## src/rtl/isdu_pkg.sv

```systemverilog
// rtl/isdu_pkg.sv - state encodings, control word layout and mux/ALU codes for the ISDU
package isdu_pkg;

  typedef enum logic [4:0] {
    HALTED = 5'd0,  S18   = 5'd1,  S33_1 = 5'd2,  S33_2 = 5'd3,
    S35    = 5'd4,  S32   = 5'd5,  S01   = 5'd6,  S05   = 5'd7,
    S09    = 5'd8,  S00   = 5'd9,  S22   = 5'd10, S12   = 5'd11,
    S04    = 5'd12, S21   = 5'd13, S06   = 5'd14, S25_1 = 5'd15,
    S25_2  = 5'd16, S27   = 5'd17, S07   = 5'd18, S23   = 5'd19,
    S16_1  = 5'd20, S16_2 = 5'd21, P1    = 5'd22, P2    = 5'd23
  } state_t;

  localparam logic [3:0] OP_BR  = 4'b0000;
  localparam logic [3:0] OP_ADD = 4'b0001;
  localparam logic [3:0] OP_JSR = 4'b0100;
  localparam logic [3:0] OP_AND = 4'b0101;
  localparam logic [3:0] OP_LDR = 4'b0110;
  localparam logic [3:0] OP_STR = 4'b0111;
  localparam logic [3:0] OP_NOT = 4'b1001;
  localparam logic [3:0] OP_JMP = 4'b1100;
  localparam logic [3:0] OP_PSE = 4'b1101;

  localparam logic [1:0] ALUK_ADD   = 2'd0;
  localparam logic [1:0] ALUK_AND   = 2'd1;
  localparam logic [1:0] ALUK_NOT   = 2'd2;
  localparam logic [1:0] ALUK_PASSA = 2'd3;

  localparam logic [1:0] PCMUX_PC1   = 2'd0;
  localparam logic [1:0] PCMUX_BUS   = 2'd1;
  localparam logic [1:0] PCMUX_ADDER = 2'd2;

  localparam logic [1:0] ADDR2MUX_ZERO  = 2'd0;
  localparam logic [1:0] ADDR2MUX_OFF6  = 2'd1;
  localparam logic [1:0] ADDR2MUX_OFF9  = 2'd2;
  localparam logic [1:0] ADDR2MUX_OFF11 = 2'd3;

  localparam logic ADDR1MUX_PC     = 1'b0;
  localparam logic ADDR1MUX_SR1    = 1'b1;
  localparam logic DRMUX_IR11_9    = 1'b0;
  localparam logic DRMUX_R7        = 1'b1;
  localparam logic SR1MUX_IR8_6    = 1'b0;
  localparam logic SR1MUX_IR11_9   = 1'b1;

  typedef struct packed {
    logic       LD_MAR;
    logic       LD_MDR;
    logic       LD_IR;
    logic       LD_BEN;
    logic       LD_CC;
    logic       LD_REG;
    logic       LD_PC;
    logic       LD_LED;
    logic       GatePC;
    logic       GateMDR;
    logic       GateALU;
    logic       GateMARMUX;
    logic [1:0] PCMUX;
    logic       DRMUX;
    logic       SR1MUX;
    logic       SR2MUX;
    logic       ADDR1MUX;
    logic [1:0] ADDR2MUX;
    logic [1:0] ALUK;
  } ctrl_t;

endpackage

```

## src/rtl/isdu_ctrl.sv

```systemverilog
// rtl/isdu_ctrl.sv - Moore FSM sequencing fetch/decode/execute for the LC-3 style datapath
module isdu_ctrl
  import isdu_pkg::*;
(
  input  logic        Clk,
  input  logic        Reset,
  input  logic        Run,
  input  logic        Continue,
  input  logic [3:0]  Opcode,
  input  logic        IR_5,
  input  logic        IR_11,
  input  logic        BEN,
  output ctrl_t       ctrl,
  output logic        Mem_OE,
  output logic        Mem_WE,
  output logic [4:0]  state_o
);

  state_t state_q, state_d;

  always_ff @(posedge Clk or posedge Reset) begin
    if (Reset) state_q <= HALTED;
    else       state_q <= state_d;
  end

  assign state_o = state_q;

  always_comb begin
    state_d = state_q;
    case (state_q)
      HALTED: if (Run) state_d = S18;
      S18:    state_d = S33_1;
      S33_1:  state_d = S33_2;
      S33_2:  state_d = S35;
      S35:    state_d = S32;
      S32: begin
        case (Opcode)
          OP_ADD:  state_d = S01;
          OP_AND:  state_d = S05;
          OP_NOT:  state_d = S09;
          OP_BR:   state_d = S00;
          OP_JMP:  state_d = S12;
          OP_JSR:  state_d = S04;
          OP_LDR:  state_d = S06;
          OP_STR:  state_d = S07;
          OP_PSE:  state_d = P1;
          default: state_d = S18;
        endcase
      end
      S00:    state_d = BEN ? S22 : S18;
      S04:    state_d = S21;
      S06:    state_d = S25_1;
      S25_1:  state_d = S25_2;
      S25_2:  state_d = S27;
      S07:    state_d = S23;
      S23:    state_d = S16_1;
      S16_1:  state_d = S16_2;
      P1:     if (Continue) state_d = P2;
      P2:     if (!Continue) state_d = S18;
      default: state_d = S18;
    endcase
  end

  // IR_5/IR_11 come from the IR register, which is stable for the whole execute phase.
  always_comb begin
    ctrl   = '0;
    Mem_OE = 1'b1;
    Mem_WE = 1'b1;
    case (state_q)
      S18: begin
        ctrl.LD_MAR = 1'b1;
        ctrl.GatePC = 1'b1;
        ctrl.LD_PC  = 1'b1;
        ctrl.PCMUX  = PCMUX_PC1;
      end
      S33_1, S25_1: Mem_OE = 1'b0;
      S33_2, S25_2: begin
        Mem_OE      = 1'b0;
        ctrl.LD_MDR = 1'b1;
      end
      S35: begin
        ctrl.GateMDR = 1'b1;
        ctrl.LD_IR   = 1'b1;
      end
      S32: ctrl.LD_BEN = 1'b1;
      S01, S05: begin
        ctrl.GateALU = 1'b1;
        ctrl.LD_REG  = 1'b1;
        ctrl.LD_CC   = 1'b1;
        ctrl.SR2MUX  = IR_5;
        ctrl.ALUK    = (state_q == S01) ? ALUK_ADD : ALUK_AND;
      end
      S09: begin
        ctrl.GateALU = 1'b1;
        ctrl.LD_REG  = 1'b1;
        ctrl.LD_CC   = 1'b1;
        ctrl.ALUK    = ALUK_NOT;
      end
      S22: begin
        ctrl.LD_PC    = 1'b1;
        ctrl.PCMUX    = PCMUX_ADDER;
        ctrl.ADDR2MUX = ADDR2MUX_OFF9;
      end
      S12: begin
        ctrl.LD_PC    = 1'b1;
        ctrl.PCMUX    = PCMUX_ADDER;
        ctrl.ADDR1MUX = ADDR1MUX_SR1;
        ctrl.ADDR2MUX = ADDR2MUX_ZERO;
      end
      S04: begin
        ctrl.GatePC = 1'b1;
        ctrl.DRMUX  = DRMUX_R7;
        ctrl.LD_REG = 1'b1;
      end
      S21: begin
        ctrl.LD_PC = 1'b1;
        ctrl.PCMUX = PCMUX_ADDER;
        if (IR_11) begin
          ctrl.ADDR2MUX = ADDR2MUX_OFF11;
        end else begin
          ctrl.ADDR1MUX = ADDR1MUX_SR1;
          ctrl.ADDR2MUX = ADDR2MUX_ZERO;
        end
      end
      S06, S07: begin
        ctrl.GateMARMUX = 1'b1;
        ctrl.LD_MAR     = 1'b1;
        ctrl.ADDR1MUX   = ADDR1MUX_SR1;
        ctrl.ADDR2MUX   = ADDR2MUX_OFF6;
      end
      S27: begin
        ctrl.GateMDR = 1'b1;
        ctrl.LD_REG  = 1'b1;
        ctrl.LD_CC   = 1'b1;
      end
      S23: begin
        ctrl.GateALU = 1'b1;
        ctrl.LD_MDR  = 1'b1;
        ctrl.SR1MUX  = SR1MUX_IR11_9;
        ctrl.ALUK    = ALUK_PASSA;
      end
      S16_1, S16_2: Mem_WE = 1'b0;
      P1: ctrl.LD_LED = 1'b1;
      default: ;
    endcase
  end

endmodule

```

## config.mk

```make
export PLATFORM = sky130hd
export DESIGN_NAME = isdu_ctrl
export DESIGN_NICKNAME = d
export VERILOG_FILES = /design/src/rtl/isdu_pkg.sv /design/src/rtl/isdu_ctrl.sv
export SDC_FILE = /design/constraint.sdc
export NUM_CORES = 1
export LEC_CHECK = 0
export ABC_AREA = 1
export BUFFER_PORTS_ARGS = -buffer_cell sky130_fd_sc_hd__buf_2
export CORE_MARGIN = 2
export CORE_UTILIZATION = 40
export CTS_BUF_LIST = sky130_fd_sc_hd__clkbuf_4 sky130_fd_sc_hd__clkbuf_8
export DETAILED_ROUTE_END_ITERATION = 8
export HOLD_SLACK_MARGIN = 0.12
export PLACE_DENSITY = 0.74
export SLEW_MARGIN = 25
export SYNTH_ARGS = -nofsm -noshare
export SYNTH_HDL_FRONTEND = slang
export SYNTH_SLANG_ARGS = --single-unit
```

## constraint.sdc

```tcl
create_clock -name Clk -period 1.65 [get_ports Clk]
set_input_delay 0.165 -clock Clk [delete_from_list [all_inputs] [get_ports Clk]]
set_output_delay 0.165 -clock Clk [all_outputs]
set_load 0.03 [all_outputs]
```

==> metrics.md, run 1 <==
| Metric | Value |
|---|---|
| RSZ-0062 raised after global routing | `yes` |
| Initial antenna violation count | `0` |
| Total power per unit cell area | `1730 nW/µm²` |
| Post-layout util | `0.834` |
| Net Switching | `1.52 mW` |
| Net Sw Frac | `0.592` |
| Hold Slack | `0.278 ns` |
| Synth Register Bits | `5` |
| Synth unique cells | `23` |
| DRC | `0` |
| Comb power frac | `0.812` |
| Nets@finish | `between 200 and 250` |
| Bufs on Longest Clock Path | `2` |
| Total track usage | `0.269` |
| DR WL/cell | `15.9 µm` |
| Top Ports | `40` |
| Num CTS Buffers | `3` |
| Critical path class | `register to output pin` |
| Worst setup margin | `-0.0929 ns` |
| P_leak | `0.858 nW` |
| Chip Width | `roughly 48 µm` |
| Hold Path Stages | `3` |
| Global-route wire length before repair | `4.43 mm` |
| Worst skew pair latency | `0.26 ns` |
| R2R depth | `10` |
| Run status | `complete, but fails checks` |
| Max Freq | `574 MHz` |
| Antenna Nets Post-Route | `0` |
| CTS Sinks | `5` |
| Clock Skews | `0.0130 ns` |
| Critical Path Source Type | `register` |
| DR pass1 iterations | `4` |
| Setup crit end kind | `output pin` |
| Clk pwr share | `0.068` |
| Post-Route WL | `3.79 mm` |
| HP Class | `input port to register` |
| Largest register FFs | `5` |
| Yosys Warn Count | `0` |
| Fin crit share | `1.06` |
| Syn_area_per_cell | `5.20 µm²` |
| Area Growth Syn to Fin | `90.4%` |
| Sequential fraction of the synthesis area | `0.160` |
| Cell count after synthesis | `150` |
| Clock transition at the registers of the reported paths | `0.05 ns` |
| Final-report hold violation count | `0` |
| GRT Residual Overflow | `0` |
| Sequential Power Share | `0.120` |
| Most common cell after layout, fill and taps aside | `nand2_1` |
| Failing checks | `negative setup slack` |
| Initial Utilization | `0.438` |
| TritonCTS clock tree | `done` |
| Peak VDD IR | `1.05 mV` |
| Die Ht | `48.2 µm` |
| Routed vias/inst | `5.39` |
| Most frequent cells in the layout | `29 x nand2_1, 23 x buf_4, 20 x inv_1, 20 x nand3_1, 19 x buf_2` |
| Internal power | `1.05 mW` |
| Root Driver | `clkbuf_4` |
| Site row count | `15` |
| Pin count of the biggest net entering global routing | `10` |
| Vias in the first global route | `around 1100` |
| Pins Over Slew Limit | `0` |
| ANT cells | `0` |
| Die area | `2320 µm²` |
| Maxcap violations | `0` |
| Setup violators final | `17` |
| DP Wirelength | `2.15 mm` |
| # port buffers | `38` |
| Routability cong. | `0.900` |
| Critical path peak fanout | `6` |
| Share of post-route cells with drive strength above 1 | `0.540` |
| Minimum clock period | `around 1.7 ns` |
| Core area | `1780 µm²` |
| Crit path DAT | `1.58 ns` |
| WP data required | `1.48 ns` |
| DR iter-0 viols | `58` |
| Via count | `1283` |
| H-tree depth | `1` |
| Mapped cell area | `781 µm²` |
| Reg2Reg Setup Slack | `-0.03 ns` |
| Syn nets | `approximately 160` |
-- per-layer routing --
metal	vias to the layer above	track usage	part of all wire
met5	-	0	0
met4	0	0.178	0.035
met3	18	0.0333	0.060
met2	76	0.471	0.53
met1	596	0.301	0.37
li1	593	-	-
-- per-stage QoR --
| stage | instance area (µm²) | std cells | TNS [ns] | setup slack [ns] | power [mW] |
|---|---|---|---|---|---|
| final | 1490 | 238 | -0.948 | -0.0929 | 2.57 |
| after global routing | 1490 | 238 | -1.84 | -0.156 | 2.68 |
| after CTS | 1190 | 226 | -0.0724 | -0.0260 | 1.98 |
| after detailed placement | 1050 | 214 | 0 | 0.0928 | 1.65 |
| after global placement | 1050 | 214 | 0 | 0.120 | 1.62 |
| after floorplan | 817 | 150 | -0.158 | -0.0923 | 1.27 |
-- worst paths after layout --
kind | start | endpoint
min in group asynchronous | Reset | state_o[0]
min reg2reg | state_o[3] | state_o[3]
max | state_o[2] | Mem_WE
max in group asynchronous | Reset | state_o[3]
max reg2reg | state_o[2] | state_o[0]
min | BEN | state_o[3]
-- repair_timing --
item	4_1_cts	5_1_grt
pin swaps	2	10
resized for setup	19	72
setup buffers	7	12
endpoints found under the setup margin	13	23
hold buffers	1	0
endpoints found under the hold margin	5	0
-- cell usage after synthesis --
cell type | n | share of area
inv_2 | 4 | 0.019
nor3_1 | 1 | 0.0064
nand2_2 | 3 | 0.024
o21ai_1 | 1 | 0.0064
o211ai_1 | 1 | 0.0096
nor2_2 | 1 | 0.0080
nor2_1 | 24 | 0.12
nand3_1 | 23 | 0.15
o221ai_1 | 1 | 0.011
and3_1 | 1 | 0.0080
buf_4 | 1 | 0.0096
nand4_1 | 2 | 0.016
nand3_2 | 1 | 0.013
conb_1 | 1 | 0.0048
nand2_1 | 40 | 0.19
nor2_4 | 3 | 0.043
dfrtp_1 | 5 | 0.16
inv_1 | 24 | 0.12
a21oi_1 | 2 | 0.013
o21ai_2 | 1 | 0.011
o21ai_0 | 8 | 0.051
o22ai_1 | 1 | 0.0080
buf_2 | 1 | 0.0064
-- power groups by stage --
stage	Sequential (mW)	Clock [mW]	Combinational [mW]
floorplan	0.323	0	0.944
global placement	0.256	0	1.37
CTS	0.263	0.163	1.55
global route	0.320	0.175	2.19
detailed placement	0.255	0	1.39
finish	0.308	0.174	2.08
-- worst max-delay path, stage by stage (launching register included) --
cell and delay (ns):
dfrtp_2 0.47, buf_6 0.13, inv_4 0.04, nor2_4 0.26, buf_6 0.15, nand3_1 0.07
buf_2 0.19
-- final cells by class --
type,instances,area (µm²)
inverters,28,118
clock buffers,4,30.0
flip-flops and latches,5,131
multi-input cells,115,703
repair buffers,61,473
fillers,100,297
well taps,25,31.3
-- kinds of logic after synthesis --
group | count (synthesis) | synth area share
DFF | 5 | 0.160
buffers and inverters | 30 | 0.151
and+or+nand+nor | 99 | 0.574
AOI/OAI and AO/OA | 15 | 0.111
other | 1 | 0.00480
Note: power is estimated with default switching activity, not from simulation.
==> run 2, diff against run 1 <==
BUFFER_PORTS_ARGS = default   (was -buffer_cell sky130_fd_sc_hd__buf_2)
DONT_BUFFER_PORTS = 1   (was default)
PLACE_DENSITY = 0.56   (was 0.74)
clock period = 1.75 ns   (was 1.65 ns; I/O delays follow)
==> run 2 against run 1 <==
Effect of this change: the flow now finishes without violations; register-to-register slack improved by 0.35 ns; total power fell by 32%; sequential power fell by 15%; sequential cell count unchanged; core utilization decreased by 24 points; highest routed layer unchanged.
==> metrics.md, run 2 (synthesis gave the netlist of run 1 again) <==
| Metric | Value |
|---|---|
| Total track usage | `0.225` |
| Vias in the first global route | `870` |
| GRT Residual Overflow | `0` |
| Most common cell after layout, fill and taps aside | `nand2_1` |
| Nets@finish | `roughly 190` |
| Max stage delay cell, worst path | `dfrtp_2` |
| Sequential Power Share | `0.149` |
| DRC | `0` |
| Clock Skews | `0.00548 ns` |
| DR pass1 iterations | `4` |
| Maxcap violations | `0` |
| CP dominant cell by count | `nand3_1` |
| Chip Width | `48.2 µm` |
| H-tree depth | `1` |
| Routability cong. | `roughly 0.83` |
| Final-report hold violation count | `0` |
| Largest register FFs | `5` |
| Antenna Nets Post-Route | `0` |
| Pin count of the biggest net entering global routing | `10` |
| Site row count | `15` |
| Net Switching | `1.10 mW` |
| Post-layout util | `0.598` |
| Num CTS Buffers | `3` |
| Critical Path Source Type | `register` |
| P_leak | `0.627 nW` |
| Comb power frac | `0.773` |
| # port buffers | `0` |
| Initial Utilization | `0.438` |
| Max Freq | `roughly 600 MHz` |
| Internal power | `0.662 mW` |
| Global-route wire length before repair | `roughly 3.6 mm` |
| Clock transition at the registers of the reported paths | `0.05 ns` |
| Root Driver | `clkbuf_4` |
| Hold Slack | `0.151 ns` |
| Pins Over Slew Limit | `0` |
| Setup crit end kind | `output pin` |
| Place WS | `0.168 ns` |
| Crit path DAT | `1.49 ns` |
| Total power per unit cell area | `~1600 nW/µm²` |
| Critical Path Max Stage Delay | `0.44 ns` |
| Minimum clock period | `1.66 ns` |
| Die Ht | `48.2 µm` |
| Core area | `1780 µm²` |
| CTS Sinks | `5` |
| Setup violators final | `0` |
| Most frequent cells in the layout | `37 x nand2_1, 23 x nand3_1, 22 x inv_1, 20 x buf_4, 18 x nor2_1` |
| WP data required | `1.57 ns` |
| Via count | `1005` |
| Routed vias/inst | `5.08` |
| Setup tns final | `0 ns` |
| Bufs on Longest Clock Path | `2` |
| Area Growth Syn to Fin | `36.5%` |
| Initial antenna violation count | `0` |
| Run status | `completed` |
| DR WL/cell | `12.0 µm` |
| Fin crit share | `0.950` |
| ANT cells | `0` |
| Clk pwr share | `0.078` |
| Net Sw Frac | `0.623` |
| Worst skew pair latency | `0.25 ns` |
| Die area | `2320 µm²` |
| DP Wirelength | `1.98 mm` |
| TritonCTS clock tree | `done` |
| Top Ports | `40` |
| Cell Chain, Critical Path | `inv_1 > nor2_2 > nand3_1 > nand3_1` |
| Critical path class | `register to output pin` |
| Peak VDD IR | `0.852 mV` |
| RSZ-0062 raised after global routing | `no` |
| HP Class | `input port to register` |
| Post-Route WL | `roughly 2.4 mm` |
| Share of post-route cells with drive strength above 1 | `0.324` |
| Worst setup margin | `0.0868 ns` |
| Tot Pwr | `1.76 mW` |
| DR iter-0 viols | `24` |
| Critical path peak fanout | `6` |
## run 2: repair_timing
action	CTS	global route
resized for setup	6	11
buffers inserted	0	2
setup endpoints to repair	8	9
hold buffers	1	0
pin swaps	0	1
endpoints found under the hold margin	5	0
## run 2: power by group through the flow
stage	clock [mW]	combinational [mW]	sequential, mW
3_5_place_dp	0	1.28	0.248
4_1_cts	0.140	1.30	0.253
5_1_grt	0.149	1.49	0.265
6_report	0.137	1.36	0.261
3_3_place_gp	0	1.28	0.244
2_1_floorplan	0	0.886	0.300
## run 2: stage by stage
| stage | std cells | area, µm² |
|---|---|---|
| floorplan | 150 | 811 |
| global placement | 191 | 965 |
| detailed placement | 191 | 965 |
| CTS | 196 | 1030 |
| global route | 198 | 1070 |
| finish | 198 | 1070 |
## run 2: worst paths after layout
path                            start         end  slack, ns  cells after the start
setup / recovery           state_o[3]    ctrl[11]       0.09                      4
hold / removal                    BEN  state_o[3]       0.15                      2
setup reg to reg           state_o[4]  state_o[2]       0.32                      8
hold reg to reg            state_o[4]  state_o[3]       0.78                      3
max in group asynchronous       Reset  state_o[0]       1.29                      2
min in group asynchronous       Reset  state_o[4]       0.26                      2
## run 2: per-layer routing
metal / share of wire / vias up / global-route usage
li1: - / 517 / -
met2: 0.50 / 30 / 0.403
met5: 0 / - / 0
met3: 0.050 / 3 / 0.0333
met1: 0.45 / 455 / 0.282
met4: 0.0034 / 0 / 0.0486
## run 2: cell type report
| cell class | count | area, µm² |
|---|---|---|
| timing repair buffer | 21 | 160 |
| inverter | 28 | 108 |
| fill | 198 | 717 |
| tap | 25 | 31.3 |
| clock inverter | 1 | 5.00 |
| clock buffer | 3 | 22.5 |
| multi-input combinational | 115 | 608 |
| sequential | 5 | 131 |
## run 2: critical path: cells and delay by family (launching register included)
kind | cells | cell delay, ns
flops | 1 | 0.44
buf+inv | 1 | 0.08
simple gates | 3 | 0.71
==> run 3, diff against run 2 <==
CORE_MARGIN = default   (was 2)
CTS_BUF_LIST = sky130_fd_sc_hd__clkbuf_8   (was sky130_fd_sc_hd__clkbuf_4 sky130_fd_sc_hd__clkbuf_8)
==> run 3 against run 2 <==
Effect of this change: die area down 8.1%; critical path depth up 2; sequential share of layout area down 0.19 points; maximum frequency down 1.5%; clock power up 61%; worst setup slack worse by 0.025 ns; sequential power down 2%; worst hold slack better by 0.022 ns; core utilization up 0.35 points; sequential cell count unchanged; first-iteration DRC count down 4.2%; critical path type unchanged.
==> metrics.md, run 3 (synthesis gave the netlist of run 1 again) <==
| Metric | Value |
|---|---|
| Run status | `completed` |
| Via count | `between 1000 and 1500` |
| Final-report hold violation count | `0` |
| Minimum clock period | `about 1.7 ns` |
| Tot Pwr | `1.83 mW` |
| Routed vias/inst | `5.08` |
| R2R depth | `9` |
| Crit path DAT | `1.51 ns` |
| Max Freq | `between 500 and 600 MHz` |
| Hold wc startpoint | `BEN` |
| Max Used Layer | `met4` |
| ANT cells | `0` |
| DR pass1 iterations | `4` |
| Routability cong. | `0.869` |
| Pins Over Slew Limit | `0` |
| Area Growth Syn to Fin | `37.3%` |
| Critical Path Source Type | `register` |
| Top Ports | `40` |
| Share of post-route cells with drive strength above 1 | `0.289` |
| Critical path class | `register to output pin` |
| Internal power | `~0.73 mW` |
| Peak VDD IR | `0.981 mV` |
| Most frequent cells in the layout | `37 x nand2_1, 24 x inv_1, 23 x nand3_1, 21 x nor2_1, 20 x buf_4` |
| Met3 WL | `approximately 110 µm` |
| # port buffers | `0` |
| Site row count | `15` |
| Most common cell after layout, fill and taps aside | `nand2_1` |
| Global-route wire length before repair | `3.61 mm` |
| Vias in the first global route | `846` |
| Die Ht | `around 46 µm` |
| Worst skew pair latency | `0.23 ns` |
| Total power per unit cell area | `1700 nW/µm²` |
| Maxcap violations | `0` |
| Hold Path Sink | `state_o[3]` |
| Worst setup margin | `0.0622 ns` |
| GRT Residual Overflow | `0` |
| DR iter-0 viols | `23` |
| P_leak | `0.636 nW` |
| Reg2Reg Setup Slack | `0.25 ns` |
| Setup crit end kind | `output pin` |
| Met2 WL | `1.19 mm` |
| Net Sw Frac | `0.600` |
| WP data required | `1.57 ns` |
| TritonCTS clock tree | `done` |
| Chip Width | `46.2 µm` |
| Bufs on Longest Clock Path | `2` |
| HP Class | `input port to register` |
| Setup violators final | `0` |
| Worst setup path startpoint | `state_o[2]` |
| Sequential Power Share | `0.141` |
| Clock transition at the registers of the reported paths | `0.04 ns` |
| Fin crit share | `0.964` |
| Clock Skews | `0.00823 ns` |
| Root Driver | `clkbuf_8` |
| Largest register FFs | `5` |
| Critical path peak fanout | `6` |
| DP Wirelength | `1.92 mm` |
| Hold Path Stages | `2` |
| Antenna Nets Post-Route | `0` |
| Worst R2R Start | `state_o[2]` |
| Clk pwr share | `0.121` |
| Total track usage | `0.238` |
| Comb power frac | `0.738` |
| Place WS | `0.209 ns` |
| Net Switching | `1.10 mW` |
| Nets@finish | `about 190` |
| DR WL/cell | `12.3 µm` |
| CTS Sinks | `5` |
| Initial antenna violation count | `0` |
| Die area | `2130 µm²` |
| Post-Route WL | `2.43 mm` |
| WL met1 | `1.10 mm` |
| Pin count of the biggest net entering global routing | `10` |
| Num CTS Buffers | `3` |
| Reg2Reg Capture Point | `state_o[2]` |
| Initial Utilization | `0.438` |
| Core area | `1780 µm²` |
| H-tree depth | `1` |
| DRC | `0` |
## run 3: changes by cell type in the layout (fill, tap and decap cells not counted), sizes merged
cell / previous run / this run
inv: 28 / 29
clkinv: 1 / 0
## run 3: final cells by class
| cell class | count | area, µm² |
|---|---|---|
| multi-input cells | 115 | 601 |
| well taps | 25 | 31.3 |
| fillers | 180 | 711 |
| repair buffers | 21 | 160 |
| flip-flops and latches | 5 | 130 |
| inverters | 28 | 105 |
| clock buffers | 3 | 41.3 |
| clock inverters | 1 | 3.75 |
## run 3: what timing repair did
action	in CTS	in global routing
hold buffers	1	0
pin swaps	0	2
endpoints found under the hold margin	5	0
resized for setup	1	10
setup buffers	0	3
setup endpoints to repair	3	13
## run 3: worst max path at each step
stage / to / slack, ns / cells past startpoint
after global routing: ctrl[3] / -0.004 / 7
after floorplan: ctrl[16] / -0.002 / 6
after global placement: ctrl[4] / 0.24 / 4
final: Mem_OE / 0.06 / 6
after detailed placement: ctrl[4] / 0.21 / 4
after CTS: ctrl[2] / -0.03 / 5
## run 3: power by group through the flow
stage                     clock network, mW  registers [mW]  logic [mW]
final                                 0.221           0.257        1.35
after global routing                  0.229           0.266        1.46
after CTS                             0.219           0.244        1.28
after detailed placement                  0           0.244        1.27
after global placement                    0           0.244        1.27
after floorplan                           0           0.300       0.886
## run 3: critical path: stages, from the launching register on
cell	delay [ns]
dfrtp_1	0.51
nor2_4	0.10
buf_4	0.15
nand3_1	0.12
nand2_1	0.09
a21oi_1	0.14
buf_4	0.18
## run 3: per-layer routing
layer / up-vias / track usage
met2: 33 / 0.400
li1: 518 / -
met3: 4 / 0.0549
met5: - / 0
met4: 0 / 0.0882
met1: 450 / 0.293
## run 3: per-stage QoR
stage	hold WS, ns	area [µm²]	std cells	setup TNS [ns]	utilization
6_report	0.173	1070	198	0	0.601
3_5_place_dp	-0.0173	957	190	0	0.537
3_3_place_gp	-0.0187	957	190	0	0.537
5_1_grt	0.174	1070	198	-0.00687	0.601
2_1_floorplan	-0.0465	811	150	-0.00235	-
4_1_cts	0.174	1020	195	-0.0664	0.574
